==> src/rtl/cache_arb_pkg.sv <==
// Shared types and defaults for the cache/memory arbiter slice.
package cache_arb_pkg;

    typedef enum logic [1:0] {
        IDLE   = 2'd0,
        FILL_I = 2'd1,
        FILL_D = 2'd2,
        STORE  = 2'd3
    } arb_state_t;

    localparam int unsigned WORD_IDX_W  = 3;
    localparam int unsigned DEF_MEM_LAT = 4;

endpackage

==> src/rtl/cache_mem_arbiter_word_pipe.sv <==
// Read-tag pipeline: carries {valid, word index} from read enable to returning data.
module dff #(
    parameter int unsigned W = 1
) (
    input  logic         clk_i,
    input  logic         rst_i,
    input  logic [W-1:0] d_i,
    output logic [W-1:0] q_o
);

    always_ff @(posedge clk_i or posedge rst_i) begin
        if (rst_i) begin
            q_o <= '0;
        end else begin
            q_o <= d_i;
        end
    end

endmodule

module arb_word_pipe #(
    parameter int unsigned MEM_LAT = 4,
    parameter int unsigned IDX_W   = 3
) (
    input  logic             clk_i,
    input  logic             rst_i,
    input  logic             push_valid_i,
    input  logic [IDX_W-1:0] push_idx_i,
    output logic             pop_valid_o,
    output logic [IDX_W-1:0] pop_idx_o
);

    logic [MEM_LAT:0][IDX_W:0] stage;

    assign stage[0] = {push_valid_i, push_idx_i};

    for (genvar gi = 0; gi < MEM_LAT; gi++) begin : g_stage
        dff #(.W(IDX_W + 1)) u_dff (
            .clk_i (clk_i),
            .rst_i (rst_i),
            .d_i   (stage[gi]),
            .q_o   (stage[gi+1])
        );
    end

    assign pop_valid_o = stage[MEM_LAT][IDX_W];
    assign pop_idx_o   = stage[MEM_LAT][IDX_W-1:0];

endmodule

==> src/rtl/cache_mem_arbiter.sv <==
// Arbitrates I-miss, D-miss and D write-through onto the shared memory port.
module cache_mem_arbiter
    import cache_arb_pkg::*;
#(
    parameter int unsigned ADDR_W    = 16,
    parameter int unsigned DATA_W    = 16,
    parameter int unsigned MEM_LAT   = DEF_MEM_LAT,
    parameter int unsigned WR_CYCLES = 1
) (
    input  logic                  clk,
    input  logic                  rst_n,
    input  logic                  icache_miss,
    input  logic [ADDR_W-1:0]     icache_addr,
    input  logic                  dcache_miss,
    input  logic [ADDR_W-1:0]     dcache_addr,
    input  logic                  dcache_wr_req,
    input  logic [ADDR_W-1:0]     dcache_wr_addr,
    input  logic [DATA_W-1:0]     dcache_wr_data,
    output logic                  dcache_wr_ack,
    output logic                  fill_miss,
    output logic [ADDR_W-1:0]     fill_addr,
    input  logic [ADDR_W-1:0]     fill_mem_addr,
    input  logic                  fill_tag_write,
    output logic                  mem_enable,
    output logic                  mem_wr,
    output logic [ADDR_W-1:0]     mem_addr,
    output logic [DATA_W-1:0]     mem_data_in,
    input  logic                  mem_data_valid,
    input  logic [DATA_W-1:0]     mem_data_out,
    output logic [DATA_W-1:0]     fill_data,
    output logic [WORD_IDX_W-1:0] fill_word,
    output logic                  icache_fill_we,
    output logic                  dcache_fill_we,
    output logic                  icache_tag_we,
    output logic                  dcache_tag_we,
    output logic                  icache_stall,
    output logic                  dcache_stall
);

    localparam int unsigned CNT_W = (WR_CYCLES > 1) ? $clog2(WR_CYCLES) : 1;

    arb_state_t          state_q, state_d;
    logic                last_d_q, last_d_d;
    logic [ADDR_W-1:0]   addr_q, addr_d;
    logic [DATA_W-1:0]   wdata_q, wdata_d;
    logic [CNT_W-1:0]    wcnt_q, wcnt_d;

    logic                  pipe_valid;
    logic [WORD_IDX_W-1:0] pipe_idx;

    always_ff @(posedge clk or posedge rst_n) begin
        if (rst_n) begin
            state_q  <= IDLE;
            last_d_q <= 1'b0;
            addr_q   <= '0;
            wdata_q  <= '0;
            wcnt_q   <= '0;
        end else begin
            state_q  <= state_d;
            last_d_q <= last_d_d;
            addr_q   <= addr_d;
            wdata_q  <= wdata_d;
            wcnt_q   <= wcnt_d;
        end
    end

    // last_d_q set means the most recent completed fill served the D-cache.
    always_comb begin
        state_d  = state_q;
        last_d_d = last_d_q;
        addr_d   = addr_q;
        wdata_d  = wdata_q;
        wcnt_d   = wcnt_q;
        case (state_q)
            IDLE: begin
                if (dcache_miss && last_d_q && icache_miss) begin
                    state_d = FILL_I;
                    addr_d  = icache_addr;
                end else if (dcache_miss) begin
                    state_d = FILL_D;
                    addr_d  = dcache_addr;
                end else if (dcache_wr_req) begin
                    state_d = STORE;
                    addr_d  = dcache_wr_addr;
                    wdata_d = dcache_wr_data;
                    wcnt_d  = CNT_W'(WR_CYCLES - 1);
                end else if (icache_miss) begin
                    state_d = FILL_I;
                    addr_d  = icache_addr;
                end
            end
            FILL_I: begin
                if (fill_tag_write) begin
                    state_d  = IDLE;
                    last_d_d = 1'b0;
                end
            end
            FILL_D: begin
                if (fill_tag_write) begin
                    state_d  = IDLE;
                    last_d_d = 1'b1;
                end
            end
            STORE: begin
                if (wcnt_q == '0) begin
                    state_d = IDLE;
                end else begin
                    wcnt_d = wcnt_q - 1'b1;
                end
            end
            default: state_d = IDLE;
        endcase
    end

    always_comb begin
        fill_miss      = 1'b0;
        fill_addr      = '0;
        mem_enable     = 1'b0;
        mem_wr         = 1'b0;
        mem_addr       = '0;
        mem_data_in    = '0;
        dcache_wr_ack  = 1'b0;
        icache_fill_we = 1'b0;
        dcache_fill_we = 1'b0;
        icache_tag_we  = 1'b0;
        dcache_tag_we  = 1'b0;
        case (state_q)
            FILL_I, FILL_D: begin
                fill_miss  = 1'b1;
                fill_addr  = addr_q;
                mem_enable = 1'b1;
                mem_addr   = fill_mem_addr;
                if (state_q == FILL_I) begin
                    icache_fill_we = mem_data_valid;
                    icache_tag_we  = fill_tag_write;
                end else begin
                    dcache_fill_we = mem_data_valid;
                    dcache_tag_we  = fill_tag_write;
                end
            end
            STORE: begin
                mem_enable    = 1'b1;
                mem_wr        = 1'b1;
                mem_addr      = addr_q;
                mem_data_in   = wdata_q;
                dcache_wr_ack = (wcnt_q == '0);
            end
            default: ;
        endcase
        icache_stall = icache_miss | (state_q == FILL_I);
        dcache_stall = dcache_miss | (state_q == FILL_D) | (dcache_wr_req & ~dcache_wr_ack);
    end

    arb_word_pipe #(
        .MEM_LAT (MEM_LAT),
        .IDX_W   (WORD_IDX_W)
    ) u_word_pipe (
        .clk_i        (clk),
        .rst_i        (rst_n),
        .push_valid_i (mem_enable & ~mem_wr),
        .push_idx_i   (fill_mem_addr[3:1]),
        .pop_valid_o  (pipe_valid),
        .pop_idx_o    (pipe_idx)
    );

    assign fill_data = mem_data_out;
    assign fill_word = pipe_valid ? pipe_idx : '0;

endmodule

==> config.mk <==
export PLATFORM = sky130hd
export DESIGN_NAME = cache_mem_arbiter
export DESIGN_NICKNAME = d
export VERILOG_FILES = /design/src/rtl/cache_arb_pkg.sv /design/src/rtl/cache_mem_arbiter_word_pipe.sv /design/src/rtl/cache_mem_arbiter.sv
export SDC_FILE = /design/constraint.sdc
export NUM_CORES = 1
export LEC_CHECK = 0
export BUFFER_PORTS_ARGS = -buffer_cell sky130_fd_sc_hd__buf_2
export CORE_ASPECT_RATIO = 0.9
export CORE_MARGIN = 3
export CORE_UTILIZATION = 46
export CTS_CLUSTER_DIAMETER = 200
export DETAILED_ROUTE_END_ITERATION = 7
export GPL_TIMING_DRIVEN = 0
export PLACE_DENSITY_LB_ADDON = 0.05
export SLEW_MARGIN = 0
export SYNTH_ARGS = -nofsm -noshare
export SYNTH_HDL_FRONTEND = slang
export SYNTH_HIERARCHICAL = 1
export SYNTH_SLANG_ARGS = --single-unit
==> constraint.sdc <==
create_clock -name clk -period 3.3 [get_ports clk]
set_input_delay 0.99 -clock clk [delete_from_list [all_inputs] [get_ports clk]]
set_output_delay 0.99 -clock clk [all_outputs]
set_load 0.02 [all_outputs]
# After elaboration in Yosys (flattened, before gate mapping)
# Index checks and enable logic that the tools add are counted.
[totals]
reg_bits = 52
input_bits = 103
[classes]
reduce_logical = 13
add_sub_neg = 1
mux = 35
bitwise = 10
eq_ne = 11
[ops]
columns = ["cell", "n"]
rows = [
  ["two-way mux 16 bit", 6],
  ["one-hot mux 16 bit (2 select lines)", 1],
  ["two-way mux 1 bit", 18],
  ["two-way mux 2 bit", 6],
  ["!= test 2 bit, second input constant", 6],
  ["AND reduction 4 bit", 2],
  ["one-hot mux 2 bit (3 select lines)", 1],
  ["AND reduction 3 bit", 2],
  ["!= test 5 bit, second input constant", 1],
  ["NOT 1 bit", 5],
  ["equality test 2 bit, second input constant", 2],
  ["one-hot mux 1 bit (2 select lines)", 2],
  ["nonzero test 2 bit", 2],
  ["nonzero test 4 bit", 1],
  ["two-way mux 3 bit", 1],
  ["OR 1 bit", 3],
  ["OR reduction 3 bit", 1],
  ["AND 1 bit", 2],
  ["equality test 2 x 1 -> 1 bit, second input constant", 1],
  ["logical AND 1 bit", 2],
  ["logical NOT 2 bit", 1],
  ["!= test 2 x 1 -> 1 bit, second input constant", 1],
  ["AND reduction 2 bit", 1],
  ["OR reduction 2 bit", 1],
  ["subtractor 1 bit, second input constant", 1],
]

# Longest topological paths before layout
[logic_depth]
depth_word = 5
mapped_depth = 7

# Hierarchy
# The synthesis kept the hierarchy.
[modules_own_cells]
columns = ["mod", "area_per_inst_um2", "seq_area_each_um2", "n_inst", "cells_each"]
rows = [
  ["cache_mem_arbiter", 2411.1, 875.8, 1, 253],
  ["dff", 103.8, 100.1, 4, 5],
]

# Worst setup path after synthesis
# OpenSTA, ideal clock, no wires.
[synth_timing]
kind = "reg2out"
from = "register state_q[0]"
to = "output mem_addr[10]"
path_buffers = 2
t_arrival_ns = 1.753
path_stages_with_launch = 7
required_time_ns = 2.310
slack_ns = 0.557
path_cell_list = "dfrtp_1 inv_1 ha_1 clkbuf_1 clkbuf_1 a22oi_1 nor2_1"
[synth_via]
elab_chain_cells = 3
elab_cells_between_ends = 5
classes_between = "eq/ne (3); mux (1); reduce/logical (1)"
[synth_rtl]
columns = ["element", "line", "source"]
rows = [
  ["start: declaration", "cache_mem_arbiter.sv:42", "arb_state_t state_q, state_d;"],
  ["start signal: assignment", "cache_mem_arbiter.sv:59", "state_q <= state_d;"],
  ["equality test 2 x 1 -> 1 bit or equality test 2 bit (tied branches)", "cache_mem_arbiter.sv:127", "case (state_q)"],
  ["OR reduction 2 bit (no line)", "n/a", ""],
  ["one-hot mux 16 bit (2 select lines) *", "cache_mem_arbiter.sv:127", ""],
  ["end: declaration", "cache_mem_arbiter.sv:26", "output logic [ADDR_W-1:0] mem_addr,"],
]
# Mark *: on every way between the ends. The rest lies on a longest branch, timed or not.

# Final worst setup path
[layout_timing]
from = "register state_q[1]"
to = "output mem_addr[9]"
# Same word-level chain as after synthesis.

==> summary.md <==
| Metric | Value |
|---|---|
| Design Power | 3.31 mW |
| Htree depth | 2 |
| Mapped Cells | 273 |
| DRT met1 WL | approximately 3300 um |
| Status | complete, no violations |
| Crit path buffers/inverters | 2 |
| Pin count of the biggest net entering global routing | 20 |
| Post-CTS Repair Setup Buffers | 0 |
| Clk_lat worst skew | roughly 300 ps |
| DP HPWL | ~6100 um |
| CTS sink count | 51 |
| Worst VDD drop | 0.474 mV |
| Antenna diodes | 0 |
| Core area | just under 6000 sq um |
| Root Driver | clkbuf_8 |
| # rows | 26 |
| Cell Pwr Density | about 860 nW/um^2 |
| # IOs | 180 |
| Max-cap viol count | 0 |
| Req. time, crit path | 2310 ps |
| Die ar. | between 7000 and 8000 sq um |
| CTS tree | built |
| Actual slew at the worst max-slew pin | 715 ps |
| First-pass GRT wire length | between 10000 and 15000 um |
| Input/output buffers | between 150 and 200 |
| Clk slew on worst S/H paths | 100 ps |
| Met3 Routed Length | roughly 630 um |
| Crit-path slowest cell | clkbuf_1 |
| CP endpoint kind | output pin |
| Maximum clock insertion buffer count | 2 |
| DIE WIDTH | 88.6 um |
| Slew Limit Headroom | between 50% and 60% |
| Library cells used by synthesis | 32 |
| Met2 WL | ~3800 um |
| Vias in the first global route | about 2400 |
| Final Hold Viols | 0 |
| Main synth FF type | dfrtp_1 |
| Post-Syn Area | 2830 sq um |
| Reg2Reg Depth | 6 |
| Crit path launch type | flop |
| Sequential share of the synthesized area | approximately 45% |
| Top delay family on crit path | buffers and inverters |
| Final TNS setup | 0 ps |
| Final core utilization | between 60% and 70% |
| Share of post-route cells with drive strength above 1 | 53.0% |
| Clock Skew | roughly 7.7 ps |
| Total grt overflow | 0 |
| Final period util | 90.8% |
| Crit Path Max Fanout | 10 |
| Initial detailed-routing violation count | ~110 |
| Fmax | ~330 MHz |
| Syn Nets | ~380 |
| Mean post-synth cell area | roughly 10 sq um |
| Initial Util | 48.5% |
| Die Y-Extent | between 80 and 90 um |
| GP Congestion | 0.802 |
| Hold depth | 0 |
| Worst reg2reg setup slack | roughly 1600 ps |
| Vias post-DR | between 2000 and 3000 |
| Async set-reset flop share out of synthesis | 100% |
| WP data arrival | 2010 ps |
| Initial antenna violation count | 0 |
| Final nets | 550 |
| DRT Pass-1 Iters | 4 |
| Vias/cell | between 5 and 6 |
| Cell Chain, Critical Path | ha_1 > clkbuf_1 > a22oi_1 > nor2_1 > buf_2 |
| Gr usage total | between 20% and 30% |
| Max-slew violation count | 0 |
| Min-delay worst type | flop to flop |
| Max stage delay on crit path | between 400 and 500 ps |
| # DRC | 0 |
| Area grow syn2layout | 36.2% |
| Hold_buf cts | 0 |
| Setup violators final | 0 |
| CTS buffer count | 5 |
| Unrepaired setup endpoints after global routing | no |
| Reported leakage power | between 2 and 2.5 nW |
| Crit. path cell count | 5 |
| Post-synth EDFFs | 0 |
| Antenna-violating nets left | 0 |
| Minimum clock period | between 2000 and 3000 ps |
| Crit path kind | flop to output pin |
| Yosys Warn Count | 6 |
| Synth Register Bits | 51 |
| Commonest non-fill, non-tap cell in the layout | buf_2 |
| Most frequent cells in the layout | buf_2 (164), dfrtp_1 (51), and2_1 (37) |
| Detailed Route WL | roughly 7800 um |
| Final routed wire length divided by cell count | approximately 15 um |
| Top sig layer | met4 |
[path summary, 6_finish.rpt]
path	startpoint	end
setup / recovery	state_q[1]$_DFFE_PP0P_	mem_addr[9]
hold / removal	u_word_pipe/g_stage[2].u_dff/q_o[0]$_DFF_PP0_	u_word_pipe/g_stage[3].u_dff/q_o[0]$_DFF_PP0_
setup reg to reg	state_q[0]$_DFFE_PP0P_	wdata_q[14]$_DFFE_PP0P_
hold reg to reg	u_word_pipe/g_stage[2].u_dff/q_o[0]$_DFF_PP0_	u_word_pipe/g_stage[3].u_dff/q_o[0]$_DFF_PP0_
max in group asynchronous	rst_n	addr_q[15]$_DFFE_PP0P_
min in group asynchronous	rst_n	u_word_pipe/g_stage[3].u_dff/q_o[1]$_DFF_PP0_
[power by group]
| group | switching [mW] | total, mW | internal [mW] |
|---|---|---|---|
| clock network | 0.222 | 0.380 | 0.158 |
| registers | 0.133 | 1.01 | 0.877 |
| logic | 1.16 | 1.92 | 0.762 |
| total | 1.51 | 3.31 | 1.80 |
[cell usage after synthesis (8+ instances only)]
master / count / area share, %
o22ai_1: 16 / 3.5
nand2_1: 18 / 2.4
buf_4: 19 / 5.0
dfrtp_1: 51 / 45
mux2_2: 16 / 6.4
clkbuf_1: 8 / 1.1
o31ai_2: 10 / 4.4
a22oi_1: 16 / 4.2
nor2_1: 17 / 2.3
inv_1: 10 / 1.3
a21oi_1: 16 / 2.8
and2_1: 37 / 8.2
[metrics by stage]
step	std cells	hold slack, ps	area [sq um]	setup slack, ps
2_1_floorplan	273	331	2830	557
3_3_place_gp	505	332	3720	365
3_5_place_dp	506	335	3750	332
4_1_cts	514	359	3850	95.8
5_1_grt	513	368	3850	98.2
6_report	513	356	3850	304
[per-layer routing]
layer  GRT usage (%)  up-vias
met1            27.3     1203
met2            36.6      127
met4            4.83        0
li1                -     1260
met5               0        -
met3            4.62        2
[what timing repair did]
action | in CTS | in global routing
setup endpoints to repair | 2 | 25
resized for setup | 1 | 4
cloned | 0 | 0
[state kept, by name, summed over array words and instances (netlist names)]
signal                         count
wdata_q                           16
state_q                            2
u_word_pipe/g_stage.u_dff/q_o     16
last_d_q                           1
addr_q                            16
[cell families (layout without fill, tap and decap cells)]
kind of cell / count (synthesis) / in the layout / share of synthesized area, %
DFF: 51 / 51 / 45.2
adders and majority gates: 5 / 5 / 2.21
AOI/OAI and AO/OA: 69 / 69 / 18.4
muxes: 18 / 18 / 7.08
and+or+nand+nor: 82 / 82 / 15.6
buffers and inverters: 48 / 218 / 11.6
[layout make-up]
cell class                      count  area [sq um]
Buffer                             37           289
Clock buffer                        5          68.8
Clock inverter                      3          28.8
Fill cell                         503          1970
Inverter                           10          37.5
Multi-Input combinational cell    174          1220
Sequential cell                    51          1280
Tap cell                           70          87.6
Timing Repair Buffer              163           838
[worst register-to-register path: stages (launching register included)]
cell and delay (ps):
dfrtp_1 410, inv_1 130, ha_1 150, buf_2 270, nand3b_4 190, buf_6 190, mux2_2 270
Note: power is estimated with default switching activity, not from simulation.
